==> src/rtl/rv_lsu.sv <==
// Load/store unit for an in-order RV32 pipeline. It issues one data-memory access
// at a time over a req/gnt + rvalid bus and stalls the pipeline until the access completes.
module rv_lsu #(
    parameter int XLEN = 32
) (
    input  logic            i_clk,
    input  logic            i_rst_n,
    input  logic            i_valid,
    input  logic            i_re,
    input  logic            i_we,
    input  logic [2:0]      i_funct3,
    input  logic [XLEN-1:0] i_addr,
    input  logic [XLEN-1:0] i_wdata,
    output logic            o_stall,
    output logic            o_dmem_req,
    output logic            o_dmem_we,
    output logic [XLEN-1:0] o_dmem_addr,
    output logic [3:0]      o_dmem_be,
    output logic [XLEN-1:0] o_dmem_wdata,
    input  logic            i_dmem_gnt,
    input  logic            i_dmem_rvalid,
    input  logic [XLEN-1:0] i_dmem_rdata,
    output logic [XLEN-1:0] o_rdata,
    output logic            o_rdata_valid,
    output logic            o_misaligned
);

    typedef enum logic [1:0] {
        ST_IDLE = 2'd0,
        ST_REQ  = 2'd1,
        ST_WAIT = 2'd2,
        ST_DONE = 2'd3
    } state_t;

    state_t          state_q, state_d;
    logic [XLEN-1:0] addr_q, addr_d;
    logic            we_q, we_d;
    logic [2:0]      funct3_q, funct3_d;
    logic [3:0]      be_q, be_d;
    logic [XLEN-1:0] wdata_q, wdata_d;
    logic [XLEN-1:0] rdata_q, rdata_d;

    logic            is_mem;
    logic            legal;
    logic            aligned;
    logic            accept;
    logic [3:0]      store_be;
    logic [XLEN-1:0] store_wdata;
    logic [XLEN-1:0] rdata_shifted;
    logic [7:0]      load_byte;
    logic [15:0]     load_half;
    logic [XLEN-1:0] load_word;

    // Request decode is only meaningful while idle; reset masks it so every output is quiet.
    always_comb begin
        is_mem = i_rst_n & i_valid & (i_re | i_we) & (state_q == ST_IDLE);
        if (i_we) begin
            legal = ~i_funct3[2] & (i_funct3[1:0] != 2'b11);
        end else begin
            legal = (i_funct3[1:0] != 2'b11) & ~(i_funct3[2] & i_funct3[1]);
        end
        case (i_funct3[1:0])
            2'b01:   aligned = ~i_addr[0];
            2'b10:   aligned = (i_addr[1:0] == 2'b00);
            default: aligned = 1'b1;
        endcase
        accept       = is_mem & legal & aligned;
        o_misaligned = is_mem & legal & ~aligned;
    end

    always_comb begin
        case (i_funct3[1:0])
            2'b00: begin
                store_be    = 4'b0001 << i_addr[1:0];
                store_wdata = {4{i_wdata[7:0]}};
            end
            2'b01: begin
                store_be    = i_addr[1] ? 4'b1100 : 4'b0011;
                store_wdata = {2{i_wdata[15:0]}};
            end
            default: begin
                store_be    = 4'b1111;
                store_wdata = i_wdata;
            end
        endcase
    end

    // Lane select uses the latched address, since i_addr may already belong to the next instruction.
    always_comb begin
        rdata_shifted = i_dmem_rdata >> {addr_q[1:0], 3'b000};
        load_byte     = rdata_shifted[7:0];
        load_half     = addr_q[1] ? i_dmem_rdata[31:16] : i_dmem_rdata[15:0];
        case (funct3_q)
            3'b000:  load_word = {{24{load_byte[7]}}, load_byte};
            3'b100:  load_word = {24'd0, load_byte};
            3'b001:  load_word = {{16{load_half[15]}}, load_half};
            3'b101:  load_word = {16'd0, load_half};
            default: load_word = i_dmem_rdata;
        endcase
    end

    always_comb begin
        // NOTE: every signal gets a default before the case so no path leaves it unassigned (no latches).
        state_d  = state_q;
        addr_d   = addr_q;
        we_d     = we_q;
        funct3_d = funct3_q;
        be_d     = be_q;
        wdata_d  = wdata_q;
        rdata_d  = rdata_q;
        o_stall  = 1'b0;
        case (state_q)
            ST_IDLE: begin
                if (accept) begin
                    state_d  = ST_REQ;
                    addr_d   = i_addr;
                    we_d     = i_we;
                    funct3_d = i_funct3;
                    be_d     = store_be;
                    wdata_d  = store_wdata;
                    o_stall  = 1'b1;
                end
            end
            ST_REQ: begin
                o_stall = 1'b1;
                if (i_dmem_gnt) begin
                    state_d = ST_WAIT;
                end
            end
            ST_WAIT: begin
                o_stall = 1'b1;
                if (i_dmem_rvalid) begin
                    state_d = ST_DONE;
                    if (!we_q) begin
                        rdata_d = load_word;
                    end
                end
            end
            ST_DONE: begin
                state_d = ST_IDLE;
            end
            default: begin
                state_d = ST_IDLE;
            end
        endcase
    end

    // NOTE: sequential state uses non-blocking assignments so all flops update together at the edge.
    always_ff @(posedge i_clk or negedge i_rst_n) begin
        if (!i_rst_n) begin
            state_q  <= ST_IDLE;
            addr_q   <= '0;
            we_q     <= 1'b0;
            funct3_q <= 3'b000;
            be_q     <= 4'b0000;
            wdata_q  <= '0;
            rdata_q  <= '0;
        end else begin
            state_q  <= state_d;
            addr_q   <= addr_d;
            we_q     <= we_d;
            funct3_q <= funct3_d;
            be_q     <= be_d;
            wdata_q  <= wdata_d;
            rdata_q  <= rdata_d;
        end
    end

    always_comb begin
        o_dmem_req    = (state_q == ST_REQ);
        o_dmem_we     = (state_q == ST_REQ) & we_q;
        o_dmem_addr   = {addr_q[XLEN-1:2], 2'b00};
        o_dmem_be     = be_q;
        o_dmem_wdata  = wdata_q;
        o_rdata       = rdata_q;
        o_rdata_valid = (state_q == ST_DONE) & ~we_q;
    end

endmodule

==> config.mk <==
export PLATFORM = sky130hd
export DESIGN_NAME = rv_lsu
export DESIGN_NICKNAME = d
export VERILOG_FILES = /design/src/rtl/rv_lsu.sv
export SDC_FILE = /design/constraint.sdc
export NUM_CORES = 1
export LEC_CHECK = 0
export ABC_AREA = 1
export BUFFER_PORTS_ARGS = -buffer_cell sky130_fd_sc_hd__buf_4
export CAP_MARGIN = 20
export CORE_MARGIN = 2
export CORE_UTILIZATION = 25
export DETAILED_ROUTE_END_ITERATION = 6
export GPL_ROUTABILITY_DRIVEN = 0
export SETUP_SLACK_MARGIN = 0.3
export SLEW_MARGIN = 20
export SYNTH_ARGS = -nofsm -noshare
export SYNTH_HDL_FRONTEND = slang
export SYNTH_SLANG_ARGS = --single-unit
==> constraint.sdc <==
create_clock -name i_clk -period 1.9 [get_ports i_clk]
set_input_delay 0.095 -clock i_clk [delete_from_list [all_inputs] [get_ports i_clk]]
set_output_delay 0.095 -clock i_clk [all_outputs]
set_load 0.1 [all_outputs]
-- Yosys cells after proc, flatten, opt, wreduce, memory -nomap -nowiden
Index checks and enable logic that the tools add are counted.
- register bits: 106
- word-level logic and storage cells: 59
- eq/ne operators: 12
- shifts and indexed selects: 2
- multiplexer cells: 13
- bitwise gates (word level): 17
- reductions and logical operators: 8
- operator list (cell ; count):
    $pmux 32 s4 ; 1
    $pmux 32 s2 ; 1
    $shr 32x5->8 ; 1
    $mux 16 ; 1
    $and 1x1->1 ; 11
    $pmux 2 s4 ; 1
    $pmux 4 s2 ; 1
    $eq 2x2->1 const B ; 3
    $eq 3x3->1 const B ; 2
    $logic_not 2->1 ; 3
    $mux 2 ; 3
    $ne 2x2->1 const B ; 3
    $reduce_and 3->1 ; 2
    $not 1->1 ; 5
    $eq 2x1->1 const B ; 2
    $mux 4 ; 1
    $pmux 1 s2 ; 2
    $shl 1x2->4 const A ; 1
    $eq 3x1->1 const B ; 1
    $logic_not 3->1 ; 1
    $mux 1 ; 2
    $ne 2x1->1 const B ; 1
    $reduce_and 2->1 ; 1
    $reduce_or 2->1 ; 1
    $or 1x1->1 ; 1

-- Depth between registers and ports, before layout
- word-level depth: 8
- mapped depth: 10
- gate-level depth less buffers: 9

-- Worst setup path after synthesis
No wires, ideal clock.
- kind: register to output
- from: reg state_q[0]
- to: out o_stall
- data arrival time: 2475 ps
- required time: 1805 ps
- setup slack: -670 ps
- cell stages (with the launch flop): 10
- buffers on the path: 1
- cell sequence: dfrtp_1 > inv_1 > ha_1 > nand2_1 > nor2_2 > nand3_2 > buf_6 > inv_6 > nor2_1 > nor2_1
- cells in the longest elaborated chain, start to end: 6
- elaborated cells on any way between the ends: 9
- those cells by class: eq/ne: 2; mux: 2; bitwise: 3; reduce/logical: 2
- ends and longest elaborated chain (what ; RTL line ; text):
    start, declared ; 35 ; state_t state_q, state_d;
    start signal, assigned ; 159 ; state_q <= state_d;
    $logic_not 2->1 ; 56, 112 ;
    $and 1x1->1 ; 56 ; is_mem = i_rst_n & i_valid & (i_re | i_we) & (state_q == ST_IDLE);
    $and 1x1->1 (2 in a row) ; 67 ; accept = is_mem & legal & aligned;
    $mux 1 ; 114 ; if (accept) begin
    $pmux 1 s2 (*) ; 112 ; case (state_q)
    end, declared ; 14 ; output logic o_stall,
Every way passes the cells marked *; elsewhere a longest branch is shown, timed or not.

-- Worst setup path after layout
- from: reg state_q[1]
- to: out o_stall
The elaborated chain is that of the path after synthesis.

==> impl_metrics.py <==
metrics = {
    "critical_path": {
        "critPathLaunchType": "register",
        "worstPathRequired_ps": 1800,
        "critical_path_class": "register to output port",
        "crit_path_end_kind": "output port",
        "cp.arrival_ps": 1700,
        "crit_path_max_fanout": 2,
    },
    "die": {
        "die_y_um": 152.8,
        "dieArea_um2": 23340,
        "io_pins": 211,
        "std_cell_rows": 54,
        "start_util": 0.2543,
        "core_um2": 21760,
        "fp.dieW_um": 152.8,
    },
    "logic_synthesis": {
        "synth_top_area_share": 0.4794,
        "synth_mux_area_frac": 0.007237,
        "synth_top_family_by_area": "simple AND/OR/NAND/NOR gates",
        "seq_area_frac_synth": 0.4794,
        "netlist_area_um2": 5533,
        "synth_top_area_cell": "dfrtp_1",
        "synth_xor_area_frac": 0,
        "yosys_warnings": 0,
        "synth_area_leaders": "dfrtp_1 48%, nand2_1 16%, a21oi_1 5.2%, buf_4 5.2%, o21ai_0 3.4%",
        "ys_types": 29,
        "ys_ff_latch": 106,
        "synth_compound_area_frac": 0.1230,
        "synthCells": 697,
        "postSynthAreaPerCell_um2": 7.938,
        "synthSimpleGateAreaFrac": 0.2372,
        "synth_fa_ha_area_frac": 0.02261,
    },
    "route": {
        "drc_errors": 0,
        "wl_um": 18140,
        "drt_pass1_iterations": 4,
        "vias_per_cell": 4.418,
        "detail-route-antenna-nets": 0,
        "drt_iter0_markers": 234,
        "wl_per_cell_um": 15.04,
        "vias": 5328,
    },
    "cts": {
        "insertion_delay_ps": 350,
        "numCtsBuffers": 9,
        "path_clk_slew_ps": 80,
        "cts_root_buffer": "clkbuf_16",
        "htreeDepth": 3,
        "clockBufferDepth": 2,
        "cts_tree": "built",
        "cts_sinks": 106,
    },
    "finish": {
        "n_fill_cell": 2246,
        "final_nets": 1037,
        "final_util": 0.3792,
        "layout-drive-gt1-share": 0.3423,
        "fin_cells": 1206,
        "area_growth_pct": 49.10,
        "antenna-diode-count": 0,
    },
    "global_routing": {
        "grt_use_total": 0.1513,
        "grt_max_degree": 107,
        "gr-total-overflow": 0,
        "antenna_found_initial": 1,
        "grt_pass1_wl_um": 28300,
        "grt_pass1_vias": 5217,
    },
    "placement": {
        "pre_cts_slack_ps": 40.07,
        "dp_cells": 1131,
        "post-dp-hpwl_um": 11860,
        "port_buffers": 208,
    },
    "sta": {
        "max_slew.worst_pin.slew_ps": 601.1,
        "relSlewSlack": 0.5992,
        "drv_slew": 0,
        "fin_worst_skew_ps": 8.190,
        "hold_viol": 0,
        "fmax_mhz": 557.2,
        "finalSetupViolations": 0,
        "post-route-period-util": 0.9446,
        "rsz0062_at_grt": "true",
        "fin_tns_setup_ps": 0,
        "fin_crit_ps": 1795,
        "worst_slack_ps": 105.3,
    },
    "flow_run": {
        "maxCapViolations": 0,
    },
    "run_status": {
        "status": "complete, no violations",
    },
    "hold_path": {
        "hold_class": "input port to register",
    },
}
[timing repair]
| action | 4_1_cts | 5_1_grt |
|---|---|---|
| endpoints found under the hold margin | 143 | 0 |
| resized for setup | 38 | 40 |
| pin swaps | 6 | 17 |
| endpoints found under the setup margin | 109 | 107 |
| hold buffers | 38 | 0 |
| buffers inserted | 12 | 3 |
| cloned | 5 | 1 |
[per-layer routing]
| metal | part of all wire | vias to the layer above | track usage |
|---|---|---|---|
| li1 | - | 2618 | - |
| met1 | 0.45 | 2496 | 0.2032 |
| met2 | 0.46 | 186 | 0.2389 |
| met3 | 0.076 | 28 | 0.04636 |
| met4 | 0.018 | 0 | 0.03660 |
| met5 | 0 | - | 0 |
[state kept, by name, summed over array words and instances, names as in the netlist]
| name | count |
|---|---|
| addr_q | 32 |
| funct3_q | 3 |
| o_dmem_be | 4 |
| o_dmem_wdata | 32 |
| o_rdata | 32 |
| state_q | 2 |
| we_q | 1 |
[final cells by class]
cell class,count,area [µm²],share of cell area
Timing Repair inverter,3,26.28,0.003185
Inverter,56,250.2,0.03034
Sequential cell,106,2655,0.3219
Timing Repair Buffer,275,2352,0.2852
Multi-Input combinational cell,470,2318,0.2811
Tap cell,280,350.3,0.04247
Clock buffer,9,225.2,0.02730
Clock inverter,7,71.32,0.008646
[cell usage after synthesis]
cell type,n
a21oi_1,58
a21oi_2,1
a22o_1,4
a31oi_1,2
buf_1,1
buf_2,6
buf_4,38
buf_6,14
clkbuf_1,7
conb_1,1
dfrtp_1,106
ha_1,10
inv_1,48
inv_2,7
inv_6,1
mux2i_1,4
nand2_1,240
nand2_2,3
nand3_1,23
nand3_2,1
nor2_1,38
nor2_2,3
o211ai_1,2
o21ai_0,38
o21ai_1,20
o21bai_1,1
o22ai_1,1
o31ai_1,2
or2_2,17
[metrics by stage]
step	hold slack, ps	area (µm²)
2_1_floorplan	-200.6	5560
3_3_place_gp	289.3	7084
3_5_place_dp	291.2	7084
4_1_cts	0.7395	8104
5_1_grt	0.5859	8249
6_report	3.065	8249
[kinds of logic after synthesis]
| logic type | after synthesis |
|---|---|
| and+or+nand+nor | 325 |
| AOI/OAI and AO/OA | 129 |
| buffers and inverters | 122 |
| DFF | 106 |
| adders and majority gates | 10 |
| muxes | 4 |
| other | 1 |
[worst paths after layout]
| check | cells after the start | start | slack (ps) | end |
|---|---|---|---|---|
| worst max-delay path | 9 | state_q[1]$_DFFE_PN0P_ | 110 | o_stall |
| worst min-delay path | 3 | i_wdata[28] | 3 | o_dmem_wdata[28]$_DFFE_PN0P_ |
| worst max register to register | 10 | state_q[1]$_DFFE_PN0P_ | 200 | addr_q[14]$_DFFE_PN0P_ |
| worst min register to register | 2 | addr_q[22]$_DFFE_PN0P_ | 490 | addr_q[22]$_DFFE_PN0P_ |
| max in group asynchronous | 3 | i_rst_n | 970 | addr_q[1]$_DFFE_PN0P_ |
| min in group asynchronous | 3 | i_rst_n | 500 | o_rdata[13]$_DFFE_PN0P_ |
[placed cells by master, fill, tap and decap left out, types with 15 or more instances in the layout]
cell type	count
nand3_1	23
nor2_1	34
a21oi_1	50
dlygate4sd3_1	38
buf_4	220
inv_1	44
o21ai_0	27
nand2_1	234
o21ai_1	31
dfrtp_1	104
or2_2	15
[critical path, cell delays in order, from the launching register on]
cell and delay [ps]:
dfrtp_1 400, inv_2 90, ha_4 160, nand2_4 50, nor2_4 110, nand3_4 110, inv_8 80, nor2_4 30
nor2_4 120, buf_12 180
Power is left out: the tool's default activity adds up to more than one toggle a clock period on the data nets, which glitch-free logic cannot reach.
